## src/rtl/host_cmd_pkg.sv

```systemverilog
// host_cmd_pkg: shared types and helpers for the host command serializer.
// Holds the command codes, CMD_TYPE encodings, FSM state enum, the command
// payload struct and the per-type frame count / frame byte helpers.
package host_cmd_pkg;

    localparam int unsigned BYTE_W = 8;
    localparam int unsigned DIV_W  = 16;

    localparam logic [BYTE_W-1:0] CODE_WR      = 8'hAA;
    localparam logic [BYTE_W-1:0] CODE_RD      = 8'hBB;
    localparam logic [BYTE_W-1:0] CODE_ALU_OP  = 8'hCC;
    localparam logic [BYTE_W-1:0] CODE_ALU_NOP = 8'hDD;

    typedef enum logic [1:0] {
        CMD_WR      = 2'd0,
        CMD_RD      = 2'd1,
        CMD_ALU_OP  = 2'd2,
        CMD_ALU_NOP = 2'd3
    } cmd_type_t;

    typedef enum logic [2:0] {
        ST_IDLE,
        ST_START,
        ST_DATA,
        ST_PARITY,
        ST_STOP,
        ST_GAP
    } state_t;

    typedef struct packed {
        cmd_type_t   typ;
        logic [3:0]  addr;
        logic [7:0]  wdata;
        logic [7:0]  op_a;
        logic [7:0]  op_b;
        logic [3:0]  fun;
    } cmd_t;

    // Number of UART frames making up one command of the given type.
    function automatic logic [2:0] frame_count(input cmd_type_t t);
        logic [2:0] n;
        case (t)
            CMD_WR:     n = 3'd3;
            CMD_RD:     n = 3'd2;
            CMD_ALU_OP: n = 3'd4;
            default:    n = 3'd2;
        endcase
        return n;
    endfunction

    function automatic logic [BYTE_W-1:0] cmd_code(input cmd_type_t t);
        logic [BYTE_W-1:0] c;
        case (t)
            CMD_WR:     c = CODE_WR;
            CMD_RD:     c = CODE_RD;
            CMD_ALU_OP: c = CODE_ALU_OP;
            default:    c = CODE_ALU_NOP;
        endcase
        return c;
    endfunction

    // Byte carried by frame idx of command c.
    function automatic logic [BYTE_W-1:0] frame_byte(input cmd_t c, input logic [1:0] idx);
        logic [BYTE_W-1:0] b;
        b = {4'h0, c.fun};
        if (idx == 2'd0) begin
            b = cmd_code(c.typ);
        end else begin
            case (c.typ)
                CMD_WR:     b = (idx == 2'd1) ? {4'h0, c.addr} : c.wdata;
                CMD_RD:     b = {4'h0, c.addr};
                CMD_ALU_OP: b = (idx == 2'd1) ? c.op_a :
                                (idx == 2'd2) ? c.op_b : {4'h0, c.fun};
                default:    b = {4'h0, c.fun};
            endcase
        end
        return b;
    endfunction

endpackage

```

## src/rtl/uart_frame_ser.sv

```systemverilog
// uart_frame_ser: shifts one byte out as start / 8 data (LSB first) /
// optional parity / stop, each bit held for i_div clocks.
// Ports: CLK, RST (sync, active high); i_load + i_data/i_par_en/i_par_typ/
// i_div load a frame when o_rdy_c is high; o_tx registered serial line;
// o_rdy_c high when idle or in the last cycle of the stop bit, so a new
// frame can follow the stop bit with no idle cycle.
module uart_frame_ser
    import host_cmd_pkg::*;
(
    input  logic              CLK,
    input  logic              RST,
    input  logic              i_load,
    input  logic [BYTE_W-1:0] i_data,
    input  logic              i_par_en,
    input  logic              i_par_typ,
    input  logic [DIV_W-1:0]  i_div,
    output logic              o_tx,
    output logic              o_rdy_c
);

    state_t            r_state;
    logic [DIV_W-1:0]  r_baud_cnt;
    logic [DIV_W-1:0]  r_div;
    logic [2:0]        r_bit_idx;
    logic [BYTE_W-1:0] r_data;
    logic              r_par_en;
    logic              r_par_bit;
    logic              r_tx;
    logic              w_bit_end;
    logic              w_take;

    assign w_bit_end = (r_baud_cnt == r_div - 16'd1);
    assign o_rdy_c   = (r_state == ST_IDLE) || ((r_state == ST_STOP) && w_bit_end);
    assign w_take    = i_load && o_rdy_c;
    assign o_tx      = r_tx;

    // Bit sequencer; a load overrides the stop-bit exit so frames chain directly.
    always_ff @(posedge CLK) begin
        if (RST) begin
            r_state    <= ST_IDLE;
            r_baud_cnt <= '0;
            r_div      <= '0;
            r_bit_idx  <= '0;
            r_data     <= '0;
            r_par_en   <= 1'b0;
            r_par_bit  <= 1'b0;
            r_tx       <= 1'b1;
        end else if (w_take) begin
            r_state    <= ST_START;
            r_baud_cnt <= '0;
            r_div      <= i_div;
            r_bit_idx  <= '0;
            r_data     <= i_data;
            r_par_en   <= i_par_en;
            r_par_bit  <= (^i_data) ^ i_par_typ;
            r_tx       <= 1'b0;
        end else if (r_state != ST_IDLE) begin
            if (w_bit_end) begin
                r_baud_cnt <= '0;
                case (r_state)
                    ST_START: begin
                        r_state   <= ST_DATA;
                        r_bit_idx <= '0;
                        r_tx      <= r_data[0];
                    end
                    ST_DATA: begin
                        if (r_bit_idx == 3'd7) begin
                            r_state <= r_par_en ? ST_PARITY : ST_STOP;
                            r_tx    <= r_par_en ? r_par_bit : 1'b1;
                        end else begin
                            r_bit_idx <= r_bit_idx + 3'd1;
                            r_tx      <= r_data[r_bit_idx + 3'd1];
                        end
                    end
                    ST_PARITY: begin
                        r_state <= ST_STOP;
                        r_tx    <= 1'b1;
                    end
                    default: begin
                        r_state <= ST_IDLE;
                        r_tx    <= 1'b1;
                    end
                endcase
            end else begin
                r_baud_cnt <= r_baud_cnt + 16'd1;
            end
        end
    end

endmodule

```

## src/rtl/host_cmd_tx.sv

```systemverilog
// host_cmd_tx: encodes a register-file / ALU command into 2-4 UART frames
// and drives them onto TX_O with GAP_BITS idle bits between frames.
// Ports: CLK, RST (sync, active high); CMD_VLD/CMD_RDY accept handshake;
// CMD_TYPE, ADDR, WDATA, OP_A, OP_B, ALU_FUN command fields; BAUD_DIV,
// PAR_EN, PAR_TYP line settings (all latched at accept); TX_O serial line;
// BUSY command in progress; DONE one-cycle completion pulse.
module host_cmd_tx
    import host_cmd_pkg::*;
#(
    parameter int unsigned GAP_BITS = 1
)(
    input  logic              CLK,
    input  logic              RST,
    input  logic              CMD_VLD,
    output logic              CMD_RDY,
    input  logic [1:0]        CMD_TYPE,
    input  logic [3:0]        ADDR,
    input  logic [7:0]        WDATA,
    input  logic [7:0]        OP_A,
    input  logic [7:0]        OP_B,
    input  logic [3:0]        ALU_FUN,
    input  logic [DIV_W-1:0]  BAUD_DIV,
    input  logic              PAR_EN,
    input  logic              PAR_TYP,
    output logic              TX_O,
    output logic              BUSY,
    output logic              DONE
);

    localparam bit         HAS_GAP  = (GAP_BITS != 0);
    localparam logic [3:0] GAP_LAST = 4'(GAP_BITS - 1);

    // ST_START covers a whole frame on the line; the serializer walks
    // START/DATA/PARITY/STOP within it.
    state_t            r_state;
    cmd_t              r_cmd;
    logic [DIV_W-1:0]  r_div;
    logic [DIV_W-1:0]  r_baud_cnt;
    logic              r_par_en;
    logic              r_par_typ;
    logic [1:0]        r_frame;
    logic [1:0]        r_last;
    logic [3:0]        r_gap_cnt;
    logic              r_rdy;
    logic              r_busy;
    logic              r_done;

    cmd_t              w_cmd_in;
    logic [DIV_W-1:0]  w_div_in;
    logic              w_accept;
    logic              w_ser_rdy;
    logic              w_frame_end;
    logic              w_more;
    logic              w_gap_bit_end;
    logic              w_gap_end;
    logic              w_load;
    logic [1:0]        w_next_frame;
    logic [BYTE_W-1:0] w_ld_data;
    logic              w_ld_par_en;
    logic              w_ld_par_typ;
    logic [DIV_W-1:0]  w_ld_div;
    logic              w_tx;

    assign w_cmd_in = '{typ: cmd_type_t'(CMD_TYPE), addr: ADDR, wdata: WDATA,
                        op_a: OP_A, op_b: OP_B, fun: ALU_FUN};
    assign w_div_in = (BAUD_DIV == 16'd0) ? 16'd1 : BAUD_DIV;

    assign w_accept      = CMD_VLD && r_rdy;
    assign w_next_frame  = r_frame + 2'd1;
    assign w_frame_end   = (r_state == ST_START) && w_ser_rdy;
    assign w_more        = (r_frame != r_last);
    assign w_gap_bit_end = (r_baud_cnt == r_div - 16'd1);
    assign w_gap_end     = (r_state == ST_GAP) && w_gap_bit_end && (r_gap_cnt == GAP_LAST);

    // Frame 0 is loaded straight from the live inputs on the accept edge.
    assign w_load       = w_accept || (w_frame_end && w_more && !HAS_GAP) || w_gap_end;
    assign w_ld_data    = w_accept ? frame_byte(w_cmd_in, 2'd0) : frame_byte(r_cmd, w_next_frame);
    assign w_ld_par_en  = w_accept ? PAR_EN  : r_par_en;
    assign w_ld_par_typ = w_accept ? PAR_TYP : r_par_typ;
    assign w_ld_div     = w_accept ? w_div_in : r_div;

    uart_frame_ser u_ser (
        .CLK       (CLK),
        .RST       (RST),
        .i_load    (w_load),
        .i_data    (w_ld_data),
        .i_par_en  (w_ld_par_en),
        .i_par_typ (w_ld_par_typ),
        .i_div     (w_ld_div),
        .o_tx      (w_tx),
        .o_rdy_c   (w_ser_rdy)
    );

    assign TX_O    = w_tx;
    assign CMD_RDY = r_rdy;
    assign BUSY    = r_busy;
    assign DONE    = r_done;

    // Command sequencer: frame index, inter-frame gap, handshake and DONE.
    always_ff @(posedge CLK) begin
        if (RST) begin
            r_state    <= ST_IDLE;
            r_cmd      <= '0;
            r_div      <= '0;
            r_baud_cnt <= '0;
            r_par_en   <= 1'b0;
            r_par_typ  <= 1'b0;
            r_frame    <= '0;
            r_last     <= '0;
            r_gap_cnt  <= '0;
            r_rdy      <= 1'b1;
            r_busy     <= 1'b0;
            r_done     <= 1'b0;
        end else begin
            r_done <= 1'b0;
            case (r_state)
                ST_IDLE: begin
                    if (w_accept) begin
                        r_state   <= ST_START;
                        r_cmd     <= w_cmd_in;
                        r_div     <= w_div_in;
                        r_par_en  <= PAR_EN;
                        r_par_typ <= PAR_TYP;
                        r_frame   <= '0;
                        r_last    <= 2'(frame_count(cmd_type_t'(CMD_TYPE)) - 3'd1);
                        r_rdy     <= 1'b0;
                        r_busy    <= 1'b1;
                    end
                end
                ST_START: begin
                    if (w_frame_end) begin
                        if (!w_more) begin
                            r_state <= ST_IDLE;
                            r_rdy   <= 1'b1;
                            r_busy  <= 1'b0;
                            r_done  <= 1'b1;
                        end else if (HAS_GAP) begin
                            r_state    <= ST_GAP;
                            r_gap_cnt  <= '0;
                            r_baud_cnt <= '0;
                        end else begin
                            r_frame <= w_next_frame;
                        end
                    end
                end
                ST_GAP: begin
                    if (w_gap_bit_end) begin
                        r_baud_cnt <= '0;
                        if (r_gap_cnt == GAP_LAST) begin
                            r_state <= ST_START;
                            r_frame <= w_next_frame;
                        end else begin
                            r_gap_cnt <= r_gap_cnt + 4'd1;
                        end
                    end else begin
                        r_baud_cnt <= r_baud_cnt + 16'd1;
                    end
                end
                default: r_state <= ST_IDLE;
            endcase
        end
    end

endmodule

```

## config.mk

```make
export PLATFORM = sky130hd
export DESIGN_NAME = host_cmd_tx
export DESIGN_NICKNAME = d
export VERILOG_FILES = /design/src/rtl/host_cmd_pkg.sv /design/src/rtl/uart_frame_ser.sv /design/src/rtl/host_cmd_tx.sv
export SDC_FILE = /design/constraint.sdc
export NUM_CORES = 1
export LEC_CHECK = 0
export CAP_MARGIN = 15
export CORE_ASPECT_RATIO = 0.7
export CORE_MARGIN = 8
export CORE_UTILIZATION = 41
export CTS_CLUSTER_DIAMETER = 200
export DETAILED_ROUTE_END_ITERATION = 12
export GPL_ROUTABILITY_DRIVEN = 0
export GPL_TIMING_DRIVEN = 0
export PLACE_DENSITY_LB_ADDON = 0.12
export SYNTH_ARGS = -nofsm -noshare
export SYNTH_HDL_FRONTEND = slang
export SYNTH_SLANG_ARGS = --single-unit
export TNS_END_PERCENT = 50
```

## constraint.sdc

```tcl
create_clock -name CLK -period 3.2 [get_ports CLK]
set_clock_uncertainty 0.15 [all_clocks]
set_input_delay 0.32 -clock CLK [delete_from_list [all_inputs] [get_ports CLK]]
set_output_delay 0.32 -clock CLK [all_outputs]
set_load 0.01 [all_outputs]
```

==> qor.yml <==
synth_ff_type: "dfxtp_1"
die_h_um: 128
syn_nets: 1015
timing.final.crit_period_ns: 3.35
antenna_found_initial: 0
synthCells: 945
grt_remaining_overflow: 0
io_buffer_count: 58
cts_hold_buf: 0
die-area_um2: 22600
critical_path_buf_inv_count: 2
violations: "setup timing"
num_antenna_cells: 0
grt_pass1_vias: 6567
synth-compound-area-share_pct: 20.2
max_stage_delay_ns: 0.52
synthMuxAreaShare_pct: 2.24
clock.fmax_ghz: 0.299
floorplan.initialDensity_pct: 41.3
placed_area_um2: 8250
status: "complete, but fails checks"
yosysTopAreaCell: "dfxtp_1"
syn2layout_area_growth_pct: 30.6
final_layout_size_suffix_gt1_share_pct: 16.1
synth_area_leaders: "dfxtp_1 35%, nand2_1 8.9%, a21oi_1 7.6%"
clock_sinks: 130
power_w: 0.00721
dr_total_vias: 7204
finalSetupTns_ns: -2.36
cts_root_buffer: "clkbuf_16"
yosysWarnings: 0
synth_edf_count: 0
crit_family: "simple AND/OR/NAND/NOR gates"
grt_max_degree: 17
synthSimpleGateAreaFrac_pct: 27.1
fill_cells: 1729
report.final.slew_viol_count: 0
drc: 0
synthAdderAreaFrac_pct: 2.55
max_slew_margin_pct: 54.4
reg2reg_from: "u_ser.r_div[1]$_SDFFE_PP0P_"
placed_cells: 1239
clk_pin_slew_ns: 0.06
ys_ff_latch: 130
die_width_um: 176
setup_ws_ns: -0.149
p_leak_nw: 3.34
firstDrtPassIters: 5
critPathKind: "register to register"
tightest_slew_ns: 0.676
period_share_pct: 105
cp-start-kind: "register"
synth_top_family_by_area: "simple AND/OR/NAND/NOR gates"
hold_path_startpoint: "WDATA[3]"
routed_wl_mm: 23.1
io-pin-count: 59
synth-xor-area-share_pct: 7.81
clockBufferDepth: 2
crit_chain: "inv_4 > ha_4 > or4b_4 > or4_4 > nor4b_2 > o21a_1 > a41o_4 > a22oi_2 > buf_4 > or4_1 > a21oi_2"
netlist_area_um2: 7360
synthArstFlopShare_pct: 0
p_per_area_nw_per_um2: 750
core-area_um2: 17800
synth_top_cell_area_share_pct: 35.4
vdd_drop_max_mv: 0.390
post-route-util_pct: 54.0
critical_path.slowest_cell: "or4_1"
end_kind: "register"
grt_util_all_layers_pct: 20.2
ys_seq_area_share_pct: 35.4
grt_pass1_wl_mm: 36.5
crit_fanout: 5
hold_viol: 0
crit_arrival_ns: 3.55
avgSynthCellArea_um2: 7.79
insertion_delay_ns: 0.42
setup_violations: 34
rsz0062_at_grt: "yes"
wl_per_cell_um: 17.9
final_antenna_net_count: 0
dp_hpwl_mm: 16.8
cts_tree: "built"
stdcell_count: 1291
cts_max_level: 4
critPathLaunch: "u_ser.r_div[1]$_SDFFE_PP0P_"
numCtsBuffers: 17
postLayoutCellArea_um2: 9610
routed_via_density: 5.58
critPathRequiredTime_ns: 3.40
finalNetCount: 1112
core.rowCount: 41
drt-initial-drc-count: 526
min_path_type: "input port to register"
synthDistinctLibCells: 74
drv_cap: 0
## cell usage after synthesis (8+ instances only)
library cell,number
xnor2_1,38
o21ai_0,24
nor2_2,10
inv_1,24
nand3_1,28
buf_2,10
nor2_1,51
nor3_1,32
nand4_1,20
xor2_1,25
and2_1,8
ha_1,15
clkbuf_1,45
or3_1,12
nand2_1,175
o31ai_1,9
nor4_1,12
a311oi_1,18
nand2b_1,11
dfxtp_1,130
a21oi_1,111
a211oi_1,9
or4_1,10
## cell type report
| type | instances | area, um^2 | share of cell area, % |
|---|---|---|---|
| timing repair buffer | 85 | 836 | 8.70 |
| clock buffer | 22 | 474 | 4.93 |
| inverter | 24 | 92.6 | 0.963 |
| buffer | 52 | 295 | 3.07 |
| tap | 236 | 295 | 3.07 |
| clock inverter | 10 | 203 | 2.11 |
| multi-input combinational | 732 | 4800 | 50.0 |
| sequential | 130 | 2610 | 27.2 |
## flip-flops by register name (all words and copies together) (netlist names)
register,flops
r_baud_cnt,16
r_div,16
r_cmd,34
r_gap_cnt,4
r_par_typ,1
u_ser.r_data,8
CMD_RDY,1
u_ser.o_tx,1
r_par_en,1
DONE,1
BUSY,1
u_ser.r_div,16
u_ser.r_state,3
u_ser.r_baud_cnt,16
r_frame,2
u_ser.r_bit_idx,3
r_state,2
u_ser.r_par_en,1
u_ser.r_par_bit,1
r_last,2
## cells by family (layout without fill, tap and decap cells)
group                    after synthesis  after routing
AO/OA/AOI/OAI                        230            230
XOR/XNOR                              64             64
adder cells (fa/ha/maj)               15             15
buffers and inverters                 83            193
flip-flops                           130            130
multiplexers                          13             13
AND/OR/NAND/NOR                      410            410
## placed cells by master (no fill, tap or decap), types with 8 or more instances in the layout
| cell type | synthesis | routed |
|---|---|---|
| a21oi_1 | 111 | 93 |
| a21oi_2 | 1 | 17 |
| a311oi_1 | 18 | 13 |
| and2_1 | 8 | 8 |
| buf_4 | 0 | 23 |
| buf_6 | 3 | 12 |
| clkbuf_1 | 45 | 38 |
| clkbuf_16 | 0 | 18 |
| clkdlybuf4s50_1 | 0 | 58 |
| dfxtp_1 | 130 | 126 |
| ha_1 | 15 | 13 |
| inv_1 | 24 | 22 |
| nand2_1 | 175 | 174 |
| nand2b_1 | 11 | 11 |
| nand3_1 | 28 | 28 |
| nand4_1 | 20 | 20 |
| nor2_1 | 51 | 44 |
| nor2_2 | 10 | 8 |
| nor2_4 | 0 | 9 |
| nor3_1 | 32 | 27 |
| nor4_1 | 12 | 10 |
| o21ai_0 | 24 | 21 |
| o31ai_1 | 9 | 8 |
| or3_1 | 12 | 12 |
| xnor2_1 | 38 | 38 |
| xor2_1 | 25 | 25 |
## stage by stage
| step | setup slack (ns) | hold slack [ns] |
|---|---|---|
| floorplan | 0.00689 | 0.282 |
| global placement | -0.841 | 0.292 |
| detailed placement | -0.892 | 0.295 |
| CTS | -0.128 | 0.283 |
| global route | -0.237 | 0.298 |
| finish | -0.149 | 0.295 |
## path summary, 6_finish.rpt
kind / slack [ns] / end / depth (start not counted)
hold / removal: 0.30 / r_cmd[23]$_SDFFE_PP0P_ / 3
hold reg to reg: 0.30 / r_cmd[29]$_SDFFE_PP0P_ / 2
setup reg to reg: -0.15 / r_baud_cnt[10]$_SDFFE_PP0P_ / 11
setup / recovery: -0.15 / r_baud_cnt[10]$_SDFFE_PP0P_ / 11
## repair_timing
action	4_1_cts	5_1_grt
gates cloned	1	1
setup buffers	19	6
resized for setup	65	57
pin swaps	16	18
setup endpoints to repair	76	75
## power by group
| part | internal (W) | switching, W | total [W] |
|---|---|---|---|
| logic | 0.00122 | 0.00157 | 0.00280 |
| registers | 0.00187 | 0.000284 | 0.00216 |
| clock network | 0.00152 | 0.000735 | 0.00226 |
| total | 0.00461 | 0.00259 | 0.00721 |
## per-layer routing
metal  vias up  wire (um)  GRT usage [%]
met5         -          0              0
met4         0        188           4.13
met3        14       1440           5.06
met2       177       9480           27.7
met1      3434      12000           30.8
li1       3579          -              -
## worst min-delay path: stages
cell and delay [ns]:
clkdlybuf4s50_1 0.39, nand2_1 0.05, a21oi_1 0.05
(Power assumes the default switching activity.)
